File: config.mk
export PLATFORM = sky130hd
export DESIGN_NAME = muldiv_ctrl
export DESIGN_NICKNAME = d
export VERILOG_FILES = /design/src/rtl/mips_defines.sv /design/src/rtl/muldiv_step.sv /design/src/rtl/muldiv_ctrl.sv
export SDC_FILE = /design/constraint.sdc
export NUM_CORES = 1
export LEC_CHECK = 0
export CAP_MARGIN = 0
export CORE_UTILIZATION = 46
export DETAILED_ROUTE_END_ITERATION = 12
export PLACE_DENSITY = 0.64
export SLEW_MARGIN = 20
export SYNTH_ARGS = -nofsm -noshare
export SYNTH_HDL_FRONTEND = slang
export SYNTH_SLANG_ARGS = --single-unit
File: constraint.sdc
create_clock -name clk -period 8.7 [get_ports clk]
set_input_delay 2.61 -clock clk [delete_from_list [all_inputs] [get_ports clk]]
set_output_delay 2.61 -clock clk [all_outputs]
set_load 0.05 [all_outputs]
File: src/rtl/mips_defines.sv
// Shared encodings for the HI/LO multiply/divide unit.
// Operation codes, FSM states and a magnitude helper.
package mips_defines;

    typedef enum logic [1:0] {
        OP_MULT  = 2'd0,
        OP_MULTU = 2'd1,
        OP_DIV   = 2'd2,
        OP_DIVU  = 2'd3
    } md_op_e;

    typedef enum logic [1:0] {
        S_IDLE = 2'd0,
        S_RUN  = 2'd1,
        S_FIX  = 2'd2
    } md_state_e;

    localparam logic [4:0] LAST_STEP = 5'd31;

    // Absolute value when the operation treats x as signed.
    function automatic logic [31:0] mag(input logic [31:0] x,
                                        input logic        sgn);
        return (sgn && x[31]) ? (~x + 32'd1) : x;
    endfunction

endpackage

File: src/rtl/muldiv_step.sv
// One radix-2 iteration: shift-add multiply or
// restoring shift-subtract divide on {a,b} with operand m.
module muldiv_step (
    input  logic        is_div_i,
    input  logic [31:0] a_i,
    input  logic [31:0] b_i,
    input  logic [31:0] m_i,
    output logic [31:0] a_o,
    output logic [31:0] b_o
);

    logic [32:0] sum;
    logic [32:0] sh;
    logic [31:0] diff;

    // Single iteration; remainder stays below m so 32 bits hold it.
    always_comb begin
        sum  = {1'b0, a_i} + (b_i[0] ? {1'b0, m_i} : 33'd0);
        sh   = {a_i, b_i[31]};
        diff = sh[31:0] - m_i;
        if (is_div_i) begin
            if (sh >= {1'b0, m_i}) begin
                a_o = diff;
                b_o = {b_i[30:0], 1'b1};
            end else begin
                a_o = sh[31:0];
                b_o = {b_i[30:0], 1'b0};
            end
        end else begin
            a_o = sum[32:1];
            b_o = {sum[0], b_i[31:1]};
        end
    end

endmodule

File: src/rtl/muldiv_ctrl.sv
// Iterative MULT/MULTU/DIV/DIVU controller with HI/LO.
// 32 steps in RUN, sign fix and HI/LO write in FIX.
module muldiv_ctrl
    import mips_defines::*;
(
    input  logic        clk,
    input  logic        rst,
    input  logic        start,
    input  logic [1:0]  md_op,
    input  logic [31:0] rs_data,
    input  logic [31:0] rt_data,
    input  logic        mf_req,
    input  logic        mf_sel,
    output logic [31:0] mf_data,
    output logic        stall,
    output logic        busy,
    output logic        done,
    output logic [31:0] hi,
    output logic [31:0] lo
);

    md_state_e   state_q, state_d;
    md_op_e      op_q, op_d;
    logic [4:0]  cnt_q, cnt_d;
    logic [31:0] a_q, a_d;
    logic [31:0] b_q, b_d;
    logic [31:0] m_q, m_d;
    logic        neg_res_q, neg_res_d;
    logic        neg_rem_q, neg_rem_d;
    logic        div0_q, div0_d;
    logic        busy_q, busy_d;
    logic        done_q, done_d;
    logic [31:0] hi_q, hi_d;
    logic [31:0] lo_q, lo_d;

    logic        is_div;
    logic        sgn_op;
    logic [31:0] step_a;
    logic [31:0] step_b;
    logic [63:0] prod;
    logic [31:0] quo;
    logic [31:0] rem;

    assign is_div = (op_q == OP_DIV) || (op_q == OP_DIVU);
    assign sgn_op = (md_op == OP_MULT) || (md_op == OP_DIV);

    muldiv_step u_step (
        .is_div_i (is_div),
        .a_i      (a_q),
        .b_i      (b_q),
        .m_i      (m_q),
        .a_o      (step_a),
        .b_o      (step_b)
    );

    // Sign-corrected results presented to the FIX write.
    always_comb begin
        prod = {a_q, b_q};
        if (neg_res_q) prod = ~prod + 64'd1;
        quo = neg_res_q ? (~b_q + 32'd1) : b_q;
        rem = neg_rem_q ? (~a_q + 32'd1) : a_q;
    end

    // Next state, datapath and HI/LO update; start always restarts.
    always_comb begin
        state_d   = state_q;
        op_d      = op_q;
        cnt_d     = cnt_q;
        a_d       = a_q;
        b_d       = b_q;
        m_d       = m_q;
        neg_res_d = neg_res_q;
        neg_rem_d = neg_rem_q;
        div0_d    = div0_q;
        busy_d    = busy_q;
        done_d    = 1'b0;
        hi_d      = hi_q;
        lo_d      = lo_q;
        if (start) begin
            state_d   = S_RUN;
            op_d      = md_op_e'(md_op);
            cnt_d     = 5'd0;
            a_d       = 32'd0;
            b_d       = mag(rs_data, sgn_op);
            m_d       = mag(rt_data, sgn_op);
            neg_res_d = sgn_op && (rs_data[31] ^ rt_data[31]);
            neg_rem_d = sgn_op && rs_data[31];
            div0_d    = (rt_data == 32'd0);
            busy_d    = 1'b1;
        end else begin
            unique case (state_q)
                S_RUN: begin
                    a_d   = step_a;
                    b_d   = step_b;
                    cnt_d = cnt_q + 5'd1;
                    if (cnt_q == LAST_STEP) state_d = S_FIX;
                end
                S_FIX: begin
                    state_d = S_IDLE;
                    busy_d  = 1'b0;
                    done_d  = 1'b1;
                    if (is_div) begin
                        lo_d = div0_q ? 32'hFFFF_FFFF : quo;
                        hi_d = rem;
                    end else begin
                        lo_d = prod[31:0];
                        hi_d = prod[63:32];
                    end
                end
                default: state_d = S_IDLE;
            endcase
        end
    end

    // State and datapath registers; reset discards any operation.
    always_ff @(posedge clk or posedge rst) begin
        if (rst) begin
            state_q   <= S_IDLE;
            op_q      <= OP_MULT;
            cnt_q     <= 5'd0;
            a_q       <= 32'd0;
            b_q       <= 32'd0;
            m_q       <= 32'd0;
            neg_res_q <= 1'b0;
            neg_rem_q <= 1'b0;
            div0_q    <= 1'b0;
            busy_q    <= 1'b0;
            done_q    <= 1'b0;
            hi_q      <= 32'd0;
            lo_q      <= 32'd0;
        end else begin
            state_q   <= state_d;
            op_q      <= op_d;
            cnt_q     <= cnt_d;
            a_q       <= a_d;
            b_q       <= b_d;
            m_q       <= m_d;
            neg_res_q <= neg_res_d;
            neg_rem_q <= neg_rem_d;
            div0_q    <= div0_d;
            busy_q    <= busy_d;
            done_q    <= done_d;
            hi_q      <= hi_d;
            lo_q      <= lo_d;
        end
    end

    assign busy    = busy_q;
    assign done    = done_q;
    assign hi      = hi_q;
    assign lo      = lo_q;
    assign mf_data = mf_sel ? hi_q : lo_q;
    assign stall   = mf_req && (start || busy_q);

endmodule

==> results.yml <==
worst_setup_path:
  reg2reg_from: "a_q[3]"
  r2r_cells: 10
  worstSetupPathType: "in -> out"
  end_kind: "output port"
  required_ns: 6.09
  crit_arrival_ns: 4.55
  r2r_slack_ns: 4.08
  start_kind: "input port"
  crit_start: "mf_sel"
  crit_end: "mf_data[7]"
  worst-path-max-fanout: 32
  reg2reg_to: "a_q[30]"
final_layout:
  area_growth_pct: 17.65
  final_util_pct: 55.10
  fin_nets: 2047
  finalInstanceArea_um2: 16900
  antenna_cells: 0
  finalNonFillerCells: 2313
  drive_gt1_share_pct: 6.208
grt:
  antenna_found_initial: 0
  grt_pass1_wl_um: 72140
  overflow: 0
  grt_max_degree: 75
  track_usage_pct: 29.47
  grt_pass1_vias: 12720
floorplanning:
  boundaryPins: 170
  dieArea_um2: 31940
  fp-row-count: 64
  initial_core_util_pct: 46.83
  die_x_um: 178.7
  core_area_um2: 30670
  chipHeight_um: 178.7
routing:
  drc: 0
  post_drt_wl_per_cell_um: 20.25
  first_pass_iters: 6
  drtIter0Drc: 1105
  viasPerCell: 6.002
  wl_um: 46830
  ant_nets: 0
  vias: 13880
worst_hold_path:
  hold_class: "reg -> reg"
clock_network:
  cts_max_level: 4
  clkSinkCount: 173
  cts_resized: 0
  clk_path_buf_depth: 2
  clockRootBuffer: "clkbuf_16"
  numCtsBuffers: 17
  ctsHoldBuffers: 0
  postCtsSetupBuffers: 0
  clk_latency_ns: 0.45
  cts.clk_slew.worst_paths_ns: 0.08
  cts_tree: "yes"
logic_synthesis:
  ys.flop_type: "dfrtp_1"
  ys_seq_elements: 173
  async_flop_share_pct: 100.0
  synth_edf_count: 0
  synth.distinct_cells: 76
  yosysWarnings: 0
  avgSynthCellArea_um2: 7.971
  yosysSeqAreaShare_pct: 30.14
  syn-instance-count: 1802
  postSynthNetCount: 1945
  synth_area_um2: 14360
sta:
  finalSetupTns_ns: 0
  fmax_mhz: 139.7
  worst_pin_slew_ns: 1.131
  setup_viol: 0
  final_hold_viol_count: 0
  skew_ns: 0.02257
  fin_crit_sh_pct: 82.27
  fin_crit_ns: 7.157
  relSlewSlack_pct: 24.22
  report.final.slew_viol_count: 0
  rsz0062_at_grt: "no"
  setup_ws_ns: 1.543
placement:
  io_buffers: 169
  dpl.cell_count: 2281
  place_ws_ns: 1.539
  globalplace.congestion: 0.9470
  place_hpwl_um: 35500
  dpl_cell_area_um2: 16290
run:
  cap_violations: 0
pwr:
  power.density_nw_per_um2: 230.3
  swShare_pct: 46.18
  p_int_uw: 2094
  p_comb_share_pct: 49.5
  power_switching_uw: 1797
  leakage_uw: 0.007181
  vdd_drop_max_mv: 0.1211
  sequentialPowerShare_pct: 29.6
  clkPwrFrac_pct: 20.9
status:
  status: "finished, final reports clean"
==> kinds of logic after synthesis <==
kind of cell    count (synthesis)  share of synthesized area, %
xor+xnor                      171                         10.43
fa+ha+maj                      72                         6.376
mux                            78                         5.740
compound gates                554                         23.85
simple gates                  587                         19.00
flops                         173                         30.14
buf+inv                       167                         4.469
==> metal layers <==
layer / GRT usage, % / wire, um / vias to the layer above
li1: - / - / 6654
met1: 42.62 / 21700 / 6638
met4: 7.309 / 964 / 0
met3: 4.623 / 3476 / 59
met5: 0 / 0 / -
met2: 45.69 / 20700 / 531
==> worst min path at each step <==
stage	from	end	depth (start not counted)
floorplan	m_q[26]	m_q[26]	2
global placement	hi[24]	hi[24]	2
detailed placement	busy	busy	2
CTS	busy	busy	2
global route	busy	busy	2
finish	busy	busy	2
==> area by class of cell <==
cell class / instances / area [um2]
multi-input cells: 1462 / 9407
clock inverters: 14 / 165.2
clock buffers: 18 / 439.2
inverters: 64 / 245.2
repair buffers: 186 / 1817
flip-flops and latches: 173 / 4330
well taps: 396 / 495.5
fillers: 2975 / 13770
==> through the flow <==
step | power [uW] | hold WS, ns
after global routing | 4123 | 0.5482
after floorplan | 2497 | 0.4891
after global placement | 3017 | 0.4953
final | 3892 | 0.5171
after detailed placement | 3032 | 0.5002
after CTS | 3853 | 0.5178
==> power groups by stage <==
stage               clock, uW  sequential [uW]  combinational [uW]
CTS                       823             1140                1890
global placement            0             1150                1860
finish                    812             1150                1930
detailed placement          0             1160                1880
global route              847             1160                2110
floorplan                   0             1040                1460
==> Yosys cell counts, types with 5 or more instances <==
library cell | instances | area share, %
a221oi_1 | 9 | 0.55
nand3_1 | 37 | 1.3
or4_1 | 11 | 0.57
nor2_1 | 239 | 6.2
nand2_1 | 142 | 3.7
a211o_1 | 7 | 0.43
clkbuf_1 | 92 | 2.4
and2_1 | 9 | 0.39
xnor2_1 | 85 | 5.2
a22oi_1 | 5 | 0.26
ha_1 | 70 | 6.1
xor2_1 | 86 | 5.2
or3_1 | 17 | 0.74
nor4_1 | 8 | 0.35
inv_1 | 62 | 1.6
o211ai_1 | 12 | 0.63
o21ai_0 | 123 | 4.3
nand2b_1 | 18 | 0.78
a311oi_1 | 5 | 0.30
mux2i_1 | 43 | 3.0
dfrtp_1 | 173 | 30
nand4b_1 | 5 | 0.30
mux2_2 | 35 | 2.7
o21bai_1 | 13 | 0.68
buf_1 | 6 | 0.16
and3_1 | 6 | 0.26
a21o_1 | 32 | 1.7
o21a_1 | 15 | 0.78
or2_2 | 7 | 0.30
nor3_1 | 46 | 1.6
a31oi_1 | 18 | 0.78
a21oi_1 | 201 | 7.0
a211oi_1 | 45 | 2.4
nand4_1 | 13 | 0.57
o31ai_1 | 25 | 1.3
nor2b_1 | 9 | 0.39
o41ai_1 | 7 | 0.43
==> layout by cell type, fill, tap and decap left out, types with 8 or more instances in the layout <==
cell and n:
and2_1 9, nor4_1 8, xor2_1 86, clkdlybuf4s50_1 168, nand3_1 37, nand2_1 141, nand2b_1 17, o211ai_1 12
ha_1 70, a21o_1 32, buf_4 18, o21a_1 15, clkbuf_16 17, o21bai_1 13, nor3_1 46, nor2b_1 8
a211oi_1 45, dfrtp_1 172, a221oi_1 9, inv_1 61, o21ai_0 123, mux2_2 35, a21oi_1 200, nor2_1 238
or4_1 11, mux2i_1 43, xnor2_1 85, o31ai_1 25, nand4_1 13, a31oi_1 18, or3_1 17
==> sequential cells by signal, indices dropped and copies added (netlist names) <==
signal / count
state_q: 2
neg_rem_q: 1
done: 1
m_q: 32
cnt_q: 5
lo: 32
op_q: 1
b_q: 32
hi: 32
neg_res_q: 1
a_q: 32
busy: 1
div0_q: 1
==> worst max-delay path, stage by stage <==
cell and delay, ns:
clkdlybuf4s50_1 0.45, buf_4 0.38, mux2_2 0.38, clkdlybuf4s50_1 0.71
Note: power is estimated with default switching activity, not from simulation.
